$ cat config.mk
export PLATFORM = sky130hd
export DESIGN_NAME = data_ram_arbiter_flat
export DESIGN_NICKNAME = d
export VERILOG_FILES = /design/src/rtl/data_ram_pkg.sv /design/src/rtl/data_ram_arbiter_if.sv /design/src/rtl/data_ram_arb_pick.sv /design/src/rtl/data_ram_arbiter.sv /design/src/flat_wrapper.sv
export SDC_FILE = /design/constraint.sdc
export NUM_CORES = 1
export LEC_CHECK = 0
export ABC_CLOCK_PERIOD_IN_PS = 2700
export CORE_UTILIZATION = 41
export DETAILED_ROUTE_END_ITERATION = 8
export PLACE_DENSITY = 0.88
export SLEW_MARGIN = 20
export SYNTH_ARGS = -nofsm -noshare
export SYNTH_HDL_FRONTEND = slang
export SYNTH_SLANG_ARGS = --single-unit
$ cat constraint.sdc
create_clock -name clock -period 2.7 [get_ports clock]
set_input_delay 0.27 -clock clock [delete_from_list [all_inputs] [get_ports clock]]
set_output_delay 0.27 -clock clock [all_outputs]
set_load 0.005 [all_outputs]
$ cat src/rtl/data_ram_pkg.sv
// Shared types and sizing for the data RAM arbiter: FSM states, port select, RAM geometry.
// addr_oor flags word addresses beyond the implemented RAM depth.
package data_ram_pkg;

   localparam int unsigned ADDR_WIDTH = 10;
   localparam int unsigned DATA_WIDTH = 32;
   localparam int unsigned RAM_DEPTH  = 301;

   typedef enum logic [1:0] {
      IDLE    = 2'd0,
      ISSUE   = 2'd1,
      CAPTURE = 2'd2
   } state_t;

   typedef enum logic {
      PORT_A = 1'b0,
      PORT_B = 1'b1
   } port_sel_t;

   function automatic logic addr_oor(input logic [ADDR_WIDTH-1:0] addr);
      return 32'(addr) >= RAM_DEPTH;
   endfunction

endpackage

$ cat src/rtl/data_ram_arbiter_if.sv
// One requester port of the data RAM arbiter: req/ack handshake with write fields and read response.
// master = requester (memory stage or DMA engine), slave = arbiter.
interface data_ram_arbiter_if;
   import data_ram_pkg::*;

   logic                  req;
   logic                  we;
   logic [ADDR_WIDTH-1:0] addr;
   logic [DATA_WIDTH-1:0] wdata;
   logic                  ack;
   logic [DATA_WIDTH-1:0] rdata;
   logic                  err;

   modport master (output req, we, addr, wdata, input ack, rdata, err);
   modport slave  (input req, we, addr, wdata, output ack, rdata, err);

endinterface

$ cat src/rtl/data_ram_arb_pick.sv
// Combinational winner selection between port A and port B; zero latency.
// DATA_RAM_ARB_RR_EN selects round-robin on ties, otherwise A has fixed priority.
module data_ram_arb_pick
   import data_ram_pkg::*;
(
   input  logic      a_req,
   input  logic      b_req,
   input  port_sel_t last,
   output logic      grant,
   output port_sel_t sel
);

   assign grant = a_req | b_req;

`ifdef DATA_RAM_ARB_RR_EN
   // On a tie the port that did not win last time goes next.
   always_comb begin
      sel = PORT_A;
      if (b_req && (!a_req || last == PORT_A)) begin
         sel = PORT_B;
      end
   end
`else
   logic unused_last;
   assign unused_last = (last == PORT_B);

   always_comb begin
      sel = PORT_A;
      if (b_req && !a_req) begin
         sel = PORT_B;
      end
   end
`endif

endmodule

$ cat src/rtl/data_ram_arbiter.sv
// Shares the single-port data RAM between ports A and B; one access per 3 cycles, ack 2 edges after grant.
// Losing requester simply waits with req held; optional DATA_RAM_ARB_RR_EN gives round-robin ties.
module data_ram_arbiter
   import data_ram_pkg::*;
(
   input  logic                  clock,
   input  logic                  reset,
   data_ram_arbiter_if.slave     a,
   data_ram_arbiter_if.slave     b,
   output logic [DATA_WIDTH-1:0] ram_dataC,
   output logic [ADDR_WIDTH-1:0] ram_address,
   output logic                  ram_writeEnable,
   input  logic [DATA_WIDTH-1:0] ram_dataRAMOutput
);

   state_t                state, state_nxt;
   port_sel_t             sel, sel_nxt, pick_sel;
   logic                  grant;
   logic                  we_q, we_nxt, oor_q, oor_nxt, wen_nxt;
   logic [ADDR_WIDTH-1:0] addr_nxt;
   logic [DATA_WIDTH-1:0] wdata_nxt, rd_val;
   logic                  a_ack_nxt, b_ack_nxt, a_err_nxt, b_err_nxt;
   logic [DATA_WIDTH-1:0] a_rdata_nxt, b_rdata_nxt;

   // The latched winner doubles as the "last granted" pointer.
   data_ram_arb_pick u_pick (
      .a_req (a.req),
      .b_req (b.req),
      .last  (sel),
      .grant (grant),
      .sel   (pick_sel)
   );

   assign rd_val = (we_q || oor_q) ? '0 : ram_dataRAMOutput;

   always_ff @(posedge clock) begin
      if (!reset) begin
         state           <= IDLE;
         sel             <= PORT_B;
         we_q            <= 1'b0;
         oor_q           <= 1'b0;
         ram_address     <= '0;
         ram_dataC       <= '0;
         ram_writeEnable <= 1'b0;
         a.ack           <= 1'b0;
         a.err           <= 1'b0;
         a.rdata         <= '0;
         b.ack           <= 1'b0;
         b.err           <= 1'b0;
         b.rdata         <= '0;
      end else begin
         state           <= state_nxt;
         sel             <= sel_nxt;
         we_q            <= we_nxt;
         oor_q           <= oor_nxt;
         ram_address     <= addr_nxt;
         ram_dataC       <= wdata_nxt;
         ram_writeEnable <= wen_nxt;
         a.ack           <= a_ack_nxt;
         a.err           <= a_err_nxt;
         a.rdata         <= a_rdata_nxt;
         b.ack           <= b_ack_nxt;
         b.err           <= b_err_nxt;
         b.rdata         <= b_rdata_nxt;
      end
   end

   always_comb begin
      state_nxt   = state;
      sel_nxt     = sel;
      we_nxt      = we_q;
      oor_nxt     = oor_q;
      addr_nxt    = ram_address;
      wdata_nxt   = ram_dataC;
      wen_nxt     = 1'b0;
      a_ack_nxt   = 1'b0;
      b_ack_nxt   = 1'b0;
      a_err_nxt   = 1'b0;
      b_err_nxt   = 1'b0;
      a_rdata_nxt = '0;
      b_rdata_nxt = '0;
      case (state)
         IDLE: begin
            if (grant) begin
               sel_nxt = pick_sel;
               if (pick_sel == PORT_B) begin
                  we_nxt    = b.we;
                  addr_nxt  = b.addr;
                  wdata_nxt = b.wdata;
               end else begin
                  we_nxt    = a.we;
                  addr_nxt  = a.addr;
                  wdata_nxt = a.wdata;
               end
               oor_nxt   = addr_oor(addr_nxt);
               wen_nxt   = we_nxt && !oor_nxt;
               state_nxt = ISSUE;
            end
         end
         ISSUE: state_nxt = CAPTURE;
         CAPTURE: begin
            // RAM read data registered at the end of ISSUE is stable here.
            if (sel == PORT_A) begin
               a_ack_nxt   = 1'b1;
               a_err_nxt   = oor_q;
               a_rdata_nxt = rd_val;
            end else begin
               b_ack_nxt   = 1'b1;
               b_err_nxt   = oor_q;
               b_rdata_nxt = rd_val;
            end
            state_nxt = IDLE;
         end
         default: state_nxt = IDLE;
      endcase
   end

endmodule

$ cat src/flat_wrapper.sv
// flat-port wrapper written by rule: the top's interface ports become plain ports
module data_ram_arbiter_flat import data_ram_pkg::*;
  (clock, reset, ram_dataC, ram_address, ram_writeEnable, ram_dataRAMOutput, a_req, a_we, a_addr, a_wdata, a_ack, a_rdata, a_err, b_req, b_we, b_addr, b_wdata, b_ack, b_rdata, b_err);
  data_ram_arbiter_if a_i ();
  data_ram_arbiter_if b_i ();
  input  logic clock;
  input  logic reset;
  output logic [DATA_WIDTH-1:0] ram_dataC;
  output logic [ADDR_WIDTH-1:0] ram_address;
  output logic ram_writeEnable;
  input  logic [DATA_WIDTH-1:0] ram_dataRAMOutput;
  input wire logic [$bits(a_i.req)-1:0] a_req;
  input wire logic [$bits(a_i.we)-1:0] a_we;
  input wire logic [$bits(a_i.addr)-1:0] a_addr;
  input wire logic [$bits(a_i.wdata)-1:0] a_wdata;
  output wire logic [$bits(a_i.ack)-1:0] a_ack;
  output wire logic [$bits(a_i.rdata)-1:0] a_rdata;
  output wire logic [$bits(a_i.err)-1:0] a_err;
  input wire logic [$bits(b_i.req)-1:0] b_req;
  input wire logic [$bits(b_i.we)-1:0] b_we;
  input wire logic [$bits(b_i.addr)-1:0] b_addr;
  input wire logic [$bits(b_i.wdata)-1:0] b_wdata;
  output wire logic [$bits(b_i.ack)-1:0] b_ack;
  output wire logic [$bits(b_i.rdata)-1:0] b_rdata;
  output wire logic [$bits(b_i.err)-1:0] b_err;
  assign a_i.req = a_req;
  assign a_i.we = a_we;
  assign a_i.addr = a_addr;
  assign a_i.wdata = a_wdata;
  assign a_ack = a_i.ack;
  assign a_rdata = a_i.rdata;
  assign a_err = a_i.err;
  assign b_i.req = b_req;
  assign b_i.we = b_we;
  assign b_i.addr = b_addr;
  assign b_i.wdata = b_wdata;
  assign b_ack = b_i.ack;
  assign b_rdata = b_i.rdata;
  assign b_err = b_i.err;
  data_ram_arbiter u_core (.clock(clock), .reset(reset), .a(a_i), .b(b_i), .ram_dataC(ram_dataC), .ram_address(ram_address), .ram_writeEnable(ram_writeEnable), .ram_dataRAMOutput(ram_dataRAMOutput));
endmodule
==> results of run 1 <==
[cells in the final DEF (no fill, tap or decap), drive strengths merged, types with 2 or more instances in the layout]
master         Yosys  layout
nor3               2       2
clkinv             0       6
bufinv             0       2
nand2             46      46
nor3b              2       2
mux2i             44      44
o211a             41      41
inv                1       5
nand3              2       2
o21ai              3       3
clkinvlp           0       2
dfxtp            116     116
clkbuf            20      18
nor2               9       9
and2               4       4
clkdlybuf4s50      0     232
and3              64      64
buf               13       6
[synth_stat cells]
| cell | count |
|---|---|
| dfxtp_1 | 116 |
| and3_1 | 64 |
| nand2_1 | 46 |
| mux2i_1 | 44 |
| o211a_1 | 41 |
| clkbuf_1 | 20 |
| nor2_1 | 9 |
| buf_4 | 6 |
| buf_6 | 5 |
| and2_1 | 4 |
| o21ai_0 | 3 |
| buf_2 | 2 |
| nand3_1 | 2 |
| a211oi_1 | 1 |
| a21oi_1 | 1 |
| a31oi_1 | 1 |
| and3b_1 | 1 |
| and4_1 | 1 |
| inv_1 | 1 |
| nand2b_1 | 1 |
| nand4_1 | 1 |
| nor3_1 | 1 |
| nor3_2 | 1 |
| nor3b_1 | 1 |
| nor3b_2 | 1 |
| o21a_1 | 1 |
| o21bai_1 | 1 |
| o22ai_1 | 1 |
| o41ai_2 | 1 |
[layout make-up]
type | instances | area, um^2 | area share [%]
clock buffers | 18 | 428 | 6.02
clock inverters | 14 | 151 | 2.13
inverters | 1 | 3.75 | 0.0528
multi-input cells | 228 | 1650 | 23.2
flip-flops and latches | 116 | 2320 | 32.7
well taps | 133 | 166 | 2.34
repair buffers | 238 | 2390 | 33.6
[worst max-delay path by stage]
stage | from | to | slack (ps) | cells after the start
2_1_floorplan | a_req | u_core.ram_writeEnable$_SDFF_PN0_ | 1380 | 6
3_3_place_gp | a_req | u_core.ram_writeEnable$_SDFF_PN0_ | 660 | 6
3_5_place_dp | a_req | u_core.ram_dataC[29]$_SDFFE_PN0P_ | 590 | 6
4_1_cts | u_core.ram_dataC[21]$_SDFFE_PN0P_ | ram_dataC[21] | 1020 | 1
5_1_grt | u_core.state[0]$_SDFFE_PN0P_ | u_core.ram_writeEnable$_SDFF_PN0_ | 900 | 6
6_report | u_core.ram_dataC[17]$_SDFFE_PN0P_ | ram_dataC[17] | 1050 | 1
[stage by stage]
step                      instance area (um^2)  setup WS (ps)  cells  power, uW  util (%)
final                                     7110           1050    748       4670      72.8
after global routing                      7110            905    748       4860      72.8
after CTS                                 7110           1020    748       4720      72.8
after detailed placement                  6530            587    716       2550      66.8
after global placement                    6530            657    716       2530      66.8
after floorplan                           4140           1380    378       2150         -
[report_power, final]
group,switching (uW),total (uW),internal [uW]
Combinational,255,660,405
Clock,816,2160,1350
Sequential,49.6,1850,1800
Total,1120,4670,3550
[cell families after synthesis]
kind of cell / share of synthesized area, %
flip-flops: 56.1
AO/OA/AOI/OAI: 11.6
AND/OR/NAND/NOR: 17.1
buffers and inverters: 4.59
multiplexers: 10.6
[state kept, by name (all words and copies together), names as in the netlist, 2 cells and up]
signal / flops
u_core.state: 2
u_core.a.rdata: 32
u_core.ram_dataC: 32
u_core.b.rdata: 32
u_core.ram_address: 10
[metal layers]
metal  share of wire, %  GRT usage (%)
met1                 38           22.2
met2                 50           37.6
met3                9.5           7.73
met4                2.5           10.5
met5                  0              0
==> flow_metrics.tcl, run 1 <==
set metrics [dict create \
    outcome "complete, no violations" \
    cap_violations 0 \
    postRouteAntennaNets 0 \
    holdBufCountCts 0 \
    timing.rr.start "u_core.state[0]$_SDFFE_PN0P_" \
    cts_tree "yes" \
    crit_fanout 2 \
    crit_family "buffers and inverters" \
    drc 0 \
    gp_congestion 0.772 \
    tightest_slew_ps 476 \
    antenna_cells 0 \
    fin_worst_hold_slack_ps 363 \
    grt_pass1_vias 3627 \
    core_area_um2 9770 \
    clk_latency_ps 510 \
    syn_inst 378 \
    period_share_pct 61.0 \
    slew_violations 0 \
    hold_path_class "in2reg" \
    rr_worst_depth 6 \
    syn_area_per_cell_um2 11.0 \
    fin_worst_skew_ps 10.1 \
    relSlewSlack_pct 68.3 \
    cp_data_required_time_ps 2430 \
    drt-initial-drc-count 90 \
    p_leak_uw 0.00350 \
    numCtsBuffers 17 \
    syn_area_um2 4140 \
    nets 724 \
    start_kind "register" \
    grt_usage_pct 21.3 \
    gr-total-overflow 0 \
    wire_per_inst_um 15.4 \
    clockBufferDepth 2 \
    crit_path_end_kind "output port" \
    die_w_um 103 \
    p_per_area_nw_per_um2 657 \
    yosysTopAreaCellShare_pct 56.1 \
    ios 233 \
    antenna_found_initial 0 \
    worst-setup-path-type "reg2out" \
    yosys.area.top_type "dfxtp_1" \
    slowest_delay_ps 520 \
    crit_slowest_cell "clkdlybuf4s50_1" \
    finalCriticalPeriod_ps 1650 \
    ys_warn_count 0 \
    rsz0062_at_grt "false" \
    tns_ps 0 \
    h-tree-depth 4 \
    dieHeight_um 103 \
    cts_sinks 116 \
    finalSetupViolations 0 \
    io_buffer_count 232 \
    wl_um 11500 \
    hold_path_depth 2 \
    cts_resized 0 \
    timing.rr.end "u_core.ram_writeEnable$_SDFF_PN0_" \
    finalHoldViolCount 0 \
    floorplan.die_area_um2 10500 \
    synth_cell_types 29 \
    postCtsSetupRepairBufs 0 \
    areaGrowthSynthToFinish_pct 71.7 \
    cts_root_buf "clkbuf_8" \
    drive_above_1_share_pct 7.15 \
    clk_pin_slew_worst_paths_ps 60 \
    arrival_ps 1380 \
    vdd_drop_max_v 0.000335 \
    vias_per_cell 5.01 \
    drt_pre_antenna_iters 4 \
    initial_core_util_pct 42.4 \
    worstHoldStart "ram_dataRAMOutput[5]" \
    synth_nets 500 \
    synthTopCellsByArea "dfxtp_1, mux2i_1, o211a_1" \
    crit_chain "clkdlybuf4s50_1" \
    cp.buffers_inverters 1 \
    ys_ff_latch 116 \
    rows 36 \
    ys_seq_area_share_pct 56.1 \
    reg2reg_slack_ps 1080 \
    grt_pass1_wl_um 17000 \
    hold_path_end "u_core.b.rdata[5]$_SDFF_PN0_" \
    grt_max_degree 84 \
    fmax_mhz 607 \
    dp_hpwl_um 8300 \
    nFillCells 666 \
    num_vias 3744 \
]
Note: power is estimated with default switching activity, not from simulation.
==> inputs of run 2 (changes only) <==
--- a/config.mk
+++ b/config.mk
@@ -5,10 +5,10 @@
 export SDC_FILE = /design/constraint.sdc
 export NUM_CORES = 1
 export LEC_CHECK = 0
-export ABC_CLOCK_PERIOD_IN_PS = 2700
-export CORE_UTILIZATION = 41
+export ABC_CLOCK_PERIOD_IN_PS = 1500
+export CORE_UTILIZATION = 35
 export DETAILED_ROUTE_END_ITERATION = 8
-export PLACE_DENSITY = 0.88
+export PLACE_DENSITY = 0.8
 export SLEW_MARGIN = 20
 export SYNTH_ARGS = -nofsm -noshare
 export SYNTH_HDL_FRONTEND = slang
==> constraint.sdc (replaced) <==
create_clock -name clock -period 1.5 [get_ports clock]
set_input_delay 0.15 -clock clock [delete_from_list [all_inputs] [get_ports clock]]
set_output_delay 0.15 -clock clock [all_outputs]
set_load 0.005 [all_outputs]
==> run 2 against run 1 <==
Against the previous run:
- critical path depth stayed put
- sequential share of layout area is 0.89 points lower
- combinational power is 91% higher
- clock power is 97% higher
- largest power group unchanged
- design area is 2.8% higher
==> flow_metrics.tcl, run 2 (same netlist as run 1, synthesis figures left out) <==
set metrics [dict create \
    outcome "complete, no violations" \
    grt_use_met1_pct 20.4 \
    clockBufferDepth 2 \
    crit_path_end_kind "output port" \
    relSlewSlack_pct 77.8 \
    grt_max_degree 65 \
    drt_pre_antenna_iters 4 \
    nets 739 \
    busiest_layer "met2" \
    drt-initial-drc-count 139 \
    grt_pass1_vias 3816 \
    fin_worst_skew_ps 7.37 \
    core_area_um2 11500 \
    cp_data_required_time_ps 1350 \
    worst-setup-path-type "reg2out" \
    postCtsSetupRepairBufs 0 \
    wl_um 11900 \
    initial_core_util_pct 36.1 \
    holdBufCountCts 0 \
    numCtsBuffers 17 \
    final_cell_mix "clkdlybuf4s50_1, dfxtp_1, and3_1" \
    postRouteAntennaNets 0 \
    multi_input_area_um2 1650 \
    rsz0062_at_grt "false" \
    crit_slowest_cell "clkdlybuf4s50_1" \
    rows 39 \
    grt_pass1_wl_um 18900 \
    finalHoldViolCount 0 \
    utilization_pct 63.8 \
    met2_usage_pct 34.8 \
    cap_violations 0 \
    grt_util_met3_pct 7.76 \
    clk_pin_slew_worst_paths_ps 60 \
    regArea_um2 2320 \
    crit_family "buffers and inverters" \
    gp_congestion 0.763 \
    h-tree-depth 4 \
    finalSetupViolations 0 \
    antenna_found_initial 0 \
    p_leak_uw 0.00362 \
    largest_registers "u_core.a.rdata x32, u_core.b.rdata x32, u_core.ram_dataC x32" \
    clk_latency_ps 410 \
    antenna_cells 0 \
    drc 0 \
    tns_ps 0 \
    cts_sinks 116 \
    tightest_slew_ps 323 \
    fin_worst_hold_slack_ps 198 \
    grt_usage_pct 19.8 \
    dieHeight_um 111 \
    slew_violations 0 \
    finalCriticalPeriod_ps 1450 \
    crit_chain "clkdlybuf4s50_1" \
    num_vias 3748 \
    gr-total-overflow 0 \
    die_w_um 111 \
    arrival_ps 1300 \
    slowest_delay_ps 560 \
    dp_hpwl_um 8600 \
    cp.buffers_inverters 1 \
    fmax_mhz 691 \
    vdd_drop_max_v 0.000922 \
    hold_path_class "in2reg" \
    floorplan.die_area_um2 12300 \
    p_per_area_nw_per_um2 1210 \
    crit_fanout 2 \
    io_buffer_count 232 \
    nFillCells 884 \
    start_kind "register" \
    areaGrowthSynthToFinish_pct 76.5 \
    period_share_pct 96.5 \
    cts_root_buf "clkbuf_16" \
    final_common_cell "clkdlybuf4s50_1" \
    vias_per_cell 4.85 \
    ios 233 \
    cts_tree "yes" \
    wire_per_inst_um 15.3 \
    drive_above_1_share_pct 9.37 \
]
## run 2: metal layers
| metal | wire length (um) | share of wire, % |
|---|---|---|
| met5 | 0 | 0 |
| met1 | 4670 | 39 |
| met2 | 5940 | 50 |
| met4 | 242 | 2.0 |
| met3 | 1000 | 8.5 |
## run 2: worst paths after layout
| kind | slack [ps] | depth (start not counted) | end | from |
|---|---|---|---|---|
| setup / recovery | 50 | 1 | ram_address[1] | u_core.ram_address[1]$_SDFFE_PN0P_ |
| hold / removal | 200 | 3 | u_core.sel$_SDFFE_PN1P_ | reset |
| setup reg to reg | 170 | 5 | u_core.ram_dataC[9]$_SDFFE_PN0P_ | u_core.state[1]$_SDFFE_PN0P_ |
| hold reg to reg | 490 | 2 | u_core.we_q$_SDFFE_PN0P_ | u_core.we_q$_SDFFE_PN0P_ |
## run 2: per-stage QoR
step                      area [um^2]  setup slack (ps)  instances  power, uW
final                            7310              52.5        773       8850
after global routing             7310              6.42        773       9200
after CTS                        7310              26.5        773       8940
after detailed placement         6680              -206        741       4650
after global placement           6680              -186        741       4620
after floorplan                  4140               214        378       3870
## run 2: repair_timing
action	CTS	global route
resized for setup	0	1
endpoints found under the hold margin	0	0
setup endpoints to repair	0	1
## run 2: where the power goes
part	switching [uW]	total [uW]	internal (uW)	leakage [uW]
Clock	1460	4260	2800	0.000301
Sequential	87.9	3330	3240	0.000947
Combinational	479	1260	778	0.00237
## run 2: final cells by class
type	count	area share (%)
Clock buffer	18	5.87
Clock inverter	14	2.76
Inverter	1	0.0513
Multi-Input combinational cell	228	22.5
Sequential cell	116	31.8
Tap cell	143	2.45
Timing Repair Buffer	253	34.6
